$ cat src/rtl/mont_mul_iter.sv
// mont_mul_iter: iterative radix-2 Montgomery multiplier, result = a*b*2^-WIDTH mod n.
// One bit of a per cycle, a final conditional subtract, and err for an even modulus.
module mont_mul_iter #(
    parameter int WIDTH = 32,
    localparam int CNT_W = $clog2(WIDTH)
) (
    input  logic             clk,
    input  logic             rst,
    input  logic             start,
    input  logic [WIDTH-1:0] a,
    input  logic [WIDTH-1:0] b,
    input  logic [WIDTH-1:0] n,
    output logic             busy,
    output logic             done,
    output logic             err,
    output logic [WIDTH-1:0] result
);
    typedef enum logic [1:0] {IDLE, ITER, FIX, DONE} state_t;
    state_t           state_q;
    logic [WIDTH-1:0] a_q, b_q, n_q, result_q;
    logic [WIDTH+1:0] s_q, s1, s2, s_d, diff;
    logic [CNT_W-1:0] cnt_q;
    logic             busy_q, done_q, err_q;
    logic [WIDTH-1:0] res_fix;
    // Two extra bits keep S + b + n below 2^(WIDTH+2) because S stays under 2n.
    always_comb begin
        s1      = s_q + (a_q[cnt_q] ? {2'b00, b_q} : '0);
        s2      = s1 + (s1[0] ? {2'b00, n_q} : '0);
        s_d     = s2 >> 1;
        diff    = s_q - {2'b00, n_q};
        res_fix = (s_q >= {2'b00, n_q}) ? diff[WIDTH-1:0] : s_q[WIDTH-1:0];
    end
    always_ff @(posedge clk or posedge rst) begin
        if (rst) begin
            state_q  <= IDLE;
            a_q      <= '0;
            b_q      <= '0;
            n_q      <= '0;
            s_q      <= '0;
            cnt_q    <= '0;
            busy_q   <= 1'b0;
            done_q   <= 1'b0;
            err_q    <= 1'b0;
            result_q <= '0;
        end else begin
            case (state_q)
                IDLE: if (start) begin
                    a_q   <= a;
                    b_q   <= b;
                    n_q   <= n;
                    s_q   <= '0;
                    cnt_q <= '0;
                    err_q <= ~n[0];
                    if (n[0]) begin
                        state_q <= ITER;
                        busy_q  <= 1'b1;
                    end else begin
                        state_q  <= DONE;
                        done_q   <= 1'b1;
                        result_q <= '0;
                    end
                end
                ITER: begin
                    s_q   <= s_d;
                    cnt_q <= cnt_q + CNT_W'(1);
                    if (cnt_q == CNT_W'(WIDTH - 1)) state_q <= FIX;
                end
                FIX: begin
                    result_q <= res_fix;
                    busy_q   <= 1'b0;
                    done_q   <= 1'b1;
                    state_q  <= DONE;
                end
                default: begin
                    done_q  <= 1'b0;
                    state_q <= IDLE;
                end
            endcase
        end
    end
    assign busy   = busy_q;
    assign done   = done_q;
    assign err    = err_q;
    assign result = result_q;
endmodule
$ cat config.mk
export PLATFORM = sky130hd
export DESIGN_NAME = mont_mul_iter
export DESIGN_NICKNAME = d
export VERILOG_FILES = /design/src/rtl/mont_mul_iter.sv
export SDC_FILE = /design/constraint.sdc
export NUM_CORES = 1
export LEC_CHECK = 0
export CORE_ASPECT_RATIO = 0.9
export CORE_MARGIN = 1.5
export CORE_UTILIZATION = 58
export DETAILED_ROUTE_END_ITERATION = 8
export PLACE_DENSITY = 0.82
export RECOVER_POWER = 100
export SYNTH_ARGS = -nofsm -noshare
export SYNTH_HDL_FRONTEND = slang
export SYNTH_SLANG_ARGS = --single-unit
$ cat constraint.sdc
create_clock -name clk -period 7.1 [get_ports clk]
set_clock_uncertainty 0.05 [all_clocks]
set_input_delay 1.42 -clock clk [delete_from_list [all_inputs] [get_ports clk]]
set_output_delay 1.42 -clock clk [all_outputs]
set_load 0.05 [all_outputs]
== Yosys cells after proc, flatten, opt, wreduce, memory -nomap -nowiden ==
Cells that the tools add are included.

* Register bits after elaboration: 172
* Word-level logic and storage cells: 56
* Output and inout bits: 35

* Bitwise operators: 2
* Add/subtract/negate cells: 4
* Reductions and logical operators: 9
* $lt $le $gt $ge: 2
* Equal/unequal tests: 7
* Multiplexer cells: 22

{| class="wikitable"
|+ Operators with widths
! operator !! count
|-
| $mux 32 || 5
|-
| $add 34x32->34 || 2
|-
| $pmux 34 s2 || 1
|-
| $pmux 32 s2 || 1
|-
| $ge 34x32->1 || 1
|-
| $mux 34 || 1
|-
| $sub 32x32->32 || 1
|-
| $pmux 5 s2 || 1
|-
| $reduce_and 3->1 || 3
|-
| $ne 2x2->1 const B || 4
|-
| $lt 5x6->1 const B || 1
|-
| $mux 2 || 3
|-
| $pmux 2 s3 || 1
|-
| $reduce_and 2->1 || 3
|-
| $add 5x1->5 const B || 1
|-
| $bmux 1 s5 || 1
|-
| $eq 5x5->1 const B || 1
|-
| $mux 1 || 5
|-
| $mux 5 || 1
|-
| $reduce_bool 2->1 || 2
|-
| $pmux 1 s3 || 1
|-
| $eq 2x1->1 const B || 1
|-
| $eq 2x2->1 const B || 1
|-
| $logic_not 2->1 || 1
|-
| other kinds (2) || 3
|}

== Depth between registers and ports, before layout ==
Gate-level depths: netlist of run 1.

* Depth after elaboration: 7
* Gate-level depth with buffers: 30
* Gate-level depth less buffers: 27

== Least setup slack after synthesis of run 1 ==
Ideal clock, no wire load.

* Path kind: reg-to-reg
* Start point: reg cnt_q[0]
* End point: reg s_q[31]
* Setup time: 0.139 ns
* Slack: 1.293 ns
* Data arrival time: 5.618 ns
* Stages on the path, launching flop included: 27
* Path through: dfrtp_1 > buf_2 > mux4_2 > mux4_2 > mux2i_1 > buf_2 > nor2b_1 > ha_1 > a211oi_1 > nor2_1 > nor3_1 > o31ai_2 > a21o_1 > a21o_1 > a31oi_1 > o21ai_0 > xor2_1 > ha_1 > clkbuf_1 > a21oi_1 > or3_1 > o211ai_1 > nand4_1 > a211oi_1 > o22ai_1 > xnor2_1 > o22ai_1

* Longest elaborated chain between the ends: 7

{| class="wikitable"
|+ Ends and longest elaborated chain
! what !! RTL line !! text
|-
| start, declared || 22 || <nowiki>logic [CNT_W-1:0] cnt_q;</nowiki>
|-
| start signal, assigned || 65 || <nowiki>cnt_q <= cnt_q + CNT_W'(1);</nowiki>
|-
| $bmux 1 s5 (*) || 27 || <nowiki>s1 = s_q + (a_q[cnt_q] ? {2'b00, b_q} : '0);</nowiki>
|-
| $mux 1 (not written as such) (*) || 27 ||
|-
| $mux 32 (*) || 27 ||
|-
| $add 34x32->34 (*) || 27 ||
|-
| $mux 32 || 28 || <nowiki>s2 = s1 + (s1[0] ? {2'b00, n_q} : '0);</nowiki>
|-
| $add 34x32->34 (*) || 28 ||
|-
| $pmux 34 s2 (*) || 46 || <nowiki>case (state_q)</nowiki>
|-
| end signal, assigned || 39 || <nowiki>s_q <= '0;</nowiki>
|-
| end signal, assigned || 51 || <nowiki>s_q <= '0;</nowiki>
|-
| end signal, assigned || 64 || <nowiki>s_q <= s_d;</nowiki>
|-
| end, declared || 21 || <nowiki>logic [WIDTH+1:0] s_q, s1, s2, s_d, diff;</nowiki>
|}

Mark *: on every way between the ends. The rest lies on a longest branch, timed or not. The select of a mux whose other input is x is not followed.
A chain may end at the register's enable or synchronous reset.

== Worst setup path in the final report of run 1 ==
* Start point: reg cnt_q[0]
* End point: reg s_q[32]

Same word-level chain as after synthesis.

==> flow_summary.json, run 1 <==
{
  "status": "finished with violations",
  "violations": "max-capacitance violations, max-slew violations",
  "setup_violations": 0,
  "die_h_um": 140,
  "overflow": 0,
  "worst_path_most_repeated_cell": "o21ai_0",
  "min_period_over_period": 0.942,
  "tns_ps": 0,
  "hp-class": "register to register",
  "grtUsageTotal": 0.301,
  "relSlewSlack": -1.42,
  "clk_pin_slew_worst_paths_ps": 80,
  "gp_congestion": 0.970,
  "core_area_um2": 20200,
  "path_delay_family": "compound AO/OA/AOI/OAI gates",
  "die-area_um2": 21800,
  "clockRootBuffer": "clkbuf_16",
  "layout_min_cycle_time_ps": 6690,
  "synth_edf_count": 0,
  "synth_cells": 1270,
  "cpPeakStageDelay_ps": 570,
  "io_buffers": 133,
  "ioPinCount": 134,
  "drive_gt1_frac": 0.120,
  "synth_top_flop_cell": "dfrtp_1",
  "cts_buffers": 17,
  "drv_slew": 241,
  "hold_violations": 0,
  "async_flop_share": 1.00,
  "crit_fanout": 31,
  "postCtsSetupBuffers": 0,
  "drt-initial-drc-count": 764,
  "clock_sinks": 171,
  "die_w_um": 155,
  "synthesis.area_um2": 12100,
  "dr.pass1.iters": 5,
  "ys_seq_elements": 171,
  "dp_hpwl_um": 23800,
  "ant_nets": 0,
  "cts-htree-levels": 4,
  "fmax_mhz": 149,
  "worstSetupStartpointType": "register",
  "end_kind": "register",
  "critPathKind": "register to register",
  "nNetsFinal": 1594,
  "cts_tree": "yes",
  "via_count": 10000,
  "cap_violations": 4,
  "insertion_delay_ps": 440,
  "routed_wl_um": 31400,
  "synth-seq-area-share": 0.353,
  "viasPerCell": 6.04,
  "cp.required_ps": 7380,
  "grt_max_degree": 82,
  "grt_pass1_vias": 9870,
  "fill_cells": 1501,
  "cts-resized-gates": 0,
  "ys_warn_count": 0,
  "syn_to_final_growth_pct": 17.8,
  "antenna_found_initial": 1,
  "grt_pass1_wl_um": 51400,
  "drc": 0,
  "wl_per_cell_um": 18.9,
  "cp_num_buf_inv": 2,
  "clockBufferDepth": 2,
  "synth_nets": 1473,
  "slowest_stage": "dfrtp_2",
  "num_rows": 49,
  "synth_cell_types": 69,
  "synth.avg_cell_area_um2": 9.55,
  "worstPathArrival_ps": 6970,
  "initial_core_util": 0.599,
  "rsz0062_at_grt": "false",
  "ctsHoldBuffers": 0,
  "tightest_slew_ps": 3620
}
worst reg2reg max path: stages, from the launching register on:
cell	delay, ps
dfrtp_2	570
mux4_2	550
mux4_2	490
mux2i_1	170
buf_4	360
nor2b_1	100
ha_1	230
inv_1	80
fa_1	200
nor2b_1	70
o31a_1	310
o21ai_0	330
o21ai_0	200
nand2_1	140
o21bai_1	70
a21oi_1	180
xnor2_1	100
ha_1	360
o211ai_1	130
a21boi_0	180
o22ai_1	110
a21oi_2	270
nand4_1	180
a41oi_1	340
o21ai_0	180
a21oi_1	270
o31ai_1	140
a32o_1	240
path summary, 6_finish.rpt:
kind	from	end	slack (ps)	cells past startpoint
min reg2reg	result[12]	result[12]	430	2
max reg2reg	cnt_q[0]	s_q[32]	410	27
max	cnt_q[0]	s_q[32]	410	27
min in group asynchronous	rst	result[3]	1550	2
min	result[12]	result[12]	430	2
max in group asynchronous	rst	n_q[21]	1540	3
cell usage in the layout (no fill, tap or decap), drive strengths merged, types with 5 or more instances in the layout:
master | synthesis | routed
nand3 | 9 | 9
o211ai | 12 | 12
o21a | 12 | 12
xor2 | 29 | 29
a21boi | 6 | 6
inv | 78 | 83
nor2 | 40 | 40
nand2 | 122 | 122
clkdlybuf4s50 | 0 | 96
ha | 101 | 101
and3 | 12 | 12
o21bai | 14 | 14
a211oi | 10 | 10
a22o | 5 | 5
a31oi | 15 | 15
xnor2 | 55 | 55
nor2b | 36 | 36
nand4 | 11 | 11
a21o | 38 | 38
nand2b | 16 | 16
and2 | 32 | 32
dlygate4sd3 | 0 | 37
mux4 | 10 | 10
clkinv | 0 | 8
mux2i | 21 | 21
o31ai | 9 | 9
clkbuf | 29 | 22
nor3 | 16 | 16
dfrtp | 171 | 171
a21oi | 97 | 97
mux2 | 95 | 95
o22ai | 9 | 9
a211o | 5 | 5
o21ai | 101 | 101
sequential cells by signal, indices dropped and copies added, names as in the netlist:
| register | flops |
|---|---|
| cnt_q | 5 |
| err | 1 |
| result | 32 |
| b_q | 32 |
| state_q | 2 |
| s_q | 33 |
| a_q | 32 |
| done | 1 |
| busy | 1 |
| n_q | 32 |
per-layer routing:
layer | up-vias | global-route usage | part of all wire
li1 | 4807 | - | -
met5 | - | 0 | 0
met3 | 40 | 0.0792 | 0.089
met2 | 363 | 0.456 | 0.43
met1 | 4812 | 0.427 | 0.46
met4 | 0 | 0.0787 | 0.018
final cells by class:
cell class              instances  area [um2]  area share
multi-input cells             981        7390       0.517
flip-flops and latches        171        4280       0.300
repair buffers                142        1380      0.0968
clock buffers                  17         425      0.0298
well taps                     255         319      0.0223
inverters                      78         294      0.0206
clock inverters                15         193      0.0135
diodes                          1        2.50    0.000175
metrics by stage:
stage	util	instances	setup slack, ps	hold slack [ps]	instance area, um2
floorplan	-	1270	998	421	12100
global placement	0.677	1627	685	416	13700
detailed placement	0.677	1627	463	423	13700
CTS	0.708	1659	331	439	14300
global route	0.706	1660	33.8	448	14300
finish	0.706	1660	409	427	14300
synthesized netlist by cell type, types with 12 or more instances:
cell type  count  area share
a21o_1        38       0.024
a21oi_1       92       0.038
a31oi_1       13      0.0067
and2_1        32       0.017
and3_1        12      0.0062
clkbuf_1      29      0.0090
dfrtp_1      171        0.35
ha_1         101        0.10
inv_1         78       0.024
mux2_2        95       0.088
mux2i_1       21       0.017
nand2_1      122       0.038
nand2b_1      16      0.0083
nor2_1        40       0.012
nor2b_1       36       0.019
nor3_1        15      0.0062
o21a_1        12      0.0074
o21ai_0       88       0.036
o21bai_1      13      0.0080
xnor2_1       55       0.040
xor2_1        29       0.021
cells by family after synthesis:
family / Yosys count / synth area share
flops: 171 / 0.353
fa+ha+maj: 104 / 0.109
buf+inv: 118 / 0.0390
simple gates: 309 / 0.125
xor+xnor: 84 / 0.0607
compound gates: 358 / 0.189
mux: 126 / 0.124
Power of run 1 is not shown: default switching activity piles up to over one toggle a cycle in this logic, so the estimate is an artifact.
==> run 2, diff against run 1 <==
- SETUP_SLACK_MARGIN: not set -> 0.02
==> run 2 against run 1 <==
  * The flow still finishes with violations (max-capacitance violations, max-slew violations)
  * Register-to-register slack gained 40 ps
  * Global-route usage unchanged
  * First-iteration DRC count up 7.6%
  * Sequential cell count unchanged
  * Maximum frequency increased by 0.65%
  * Clock-buffer cell count is the same
  * Critical path depth unchanged
  * Die area is the same
  * Critical endpoint unchanged
==> flow_summary.json, run 2 (synthesized netlist as in run 1, its figures left out) <==
{
  "dpl_cell_area_um2": 13700,
  "worstPathArrival_ps": 6920,
  "largest_reg_flops": 33,
  "via_count": 10100,
  "syn_to_final_growth_pct": 17.8,
  "hold_violations": 0,
  "grt_pass1_vias": 9870,
  "tns_ps": 0,
  "relSlewSlack": -2.05,
  "multiInputGateArea_um2": 7380,
  "largest_register": "s_q",
  "die_w_um": 155,
  "die-area_um2": 21800,
  "place_ws_ps": 463,
  "cts_buffers": 17,
  "grtUsageTotal": 0.301,
  "design_area_um2": 14300,
  "antenna_found_initial": 1,
  "dp_hpwl_um": 23800,
  "ioPinCount": 134,
  "viasPerCell": 6.07,
  "dr.pass1.iters": 5,
  "drv_slew": 273,
  "overflow": 0,
  "fin_ws_ps": 452,
  "worstSetupStartpointType": "register",
  "core_area_um2": 20200,
  "critPathKind": "register to register",
  "gp_congestion": 0.970,
  "status": "finished with violations",
  "drive_gt1_frac": 0.119,
  "clockRootBuffer": "clkbuf_16",
  "clk_pin_slew_worst_paths_ps": 80,
  "end_kind": "register",
  "tightest_slew_ps": 4530,
  "nNetsFinal": 1594,
  "cap_violations": 5,
  "final_common_cell": "dfrtp_1",
  "violations": "max-capacitance violations, max-slew violations",
  "drt-initial-drc-count": 822,
  "layout_min_cycle_time_ps": 6650,
  "hp-class": "register to register",
  "fill_cells": 1502,
  "clockBufferDepth": 2,
  "cts-htree-levels": 4,
  "grt_pass1_wl_um": 51400,
  "rsz0062_at_grt": "false",
  "grt_max_degree": 82,
  "layout_common_cells": "dfrtp_1 (170), nand2_1 (122), ha_1 (101)",
  "cp.required_ps": 7380,
  "die_h_um": 140,
  "fmax_mhz": 150,
  "num_rows": 49,
  "initial_core_util": 0.599,
  "seqCellArea_um2": 4280,
  "ant_nets": 0,
  "postCtsSetupBuffers": 0,
  "io_buffers": 133,
  "cts_tree": "yes",
  "routed_wl_um": 31500,
  "setup_violations": 0,
  "crit_fanout": 31,
  "clock_sinks": 171,
  "insertion_delay_ps": 440,
  "min_period_over_period": 0.936,
  "wl_per_cell_um": 19.0,
  "drc": 0
}
-- run 2: changes by cell type in the layout (fill, tap and decap cells not counted) --
cell / before / now
buf_4: 4 / 3
buf_6: 0 / 1
o21ai_0: 93 / 94
o21ai_4: 1 / 0
-- run 2: area by class of cell --
cell class,instances,share of cell area
Antenna cell,1,0.000175
Clock buffer,17,0.0298
Clock inverter,15,0.0135
Inverter,78,0.0206
Multi-Input combinational cell,981,0.517
Sequential cell,171,0.300
Tap cell,255,0.0223
Timing Repair Buffer,142,0.0971
-- run 2: worst max-delay path: stages, from the launching register on --
cell and delay [ps]:
dfrtp_2 570, mux4_2 540, mux4_2 480, mux2i_1 200
buf_6 290, nor2b_1 90, ha_1 220, inv_1 80
fa_1 200, nor2b_1 70, o31a_1 310, o21ai_0 350
o21ai_0 190, nand2_1 130, o21bai_1 70, a21oi_1 170
xnor2_1 100, ha_1 360, o211ai_1 130, a21boi_0 180
o22ai_1 110, a21oi_2 260, nand4_1 170, a41oi_1 340
o21ai_0 180, a21oi_1 270, o31ai_1 140, a32o_1 260
-- run 2: stage by stage --
stage	hold slack [ps]	std cells	util
CTS	439	1659	0.708
finish	427	1660	0.706
global placement	416	1627	0.677
global route	448	1660	0.706
floorplan	421	1270	-
detailed placement	423	1627	0.677
-- run 2: metal layers --
| layer | wire [um] | track usage | part of all wire |
|---|---|---|---|
| met5 | 0 | 0 | 0 |
| met4 | 654 | 0.0787 | 0.021 |
| met3 | 2810 | 0.0792 | 0.089 |
| met2 | 13500 | 0.456 | 0.43 |
| met1 | 14500 | 0.427 | 0.46 |
-- run 2: path summary, 6_finish.rpt --
check,start,to,slack [ps],depth (start not counted)
max in group asynchronous,rst,n_q[21],1540,3
setup reg to reg,cnt_q[0],s_q[32],450,27
setup / recovery,cnt_q[0],s_q[32],450,27
hold / removal,result[12],result[12],430,2
hold reg to reg,result[12],result[12],430,2
min in group asynchronous,rst,result[3],1550,2
-- run 2: timing repair --
item,CTS,global route
endpoints found under the setup margin,0,2
gates resized for setup,0,2
hold buffers,0,0
Power of run 2 is left out for the same reason.
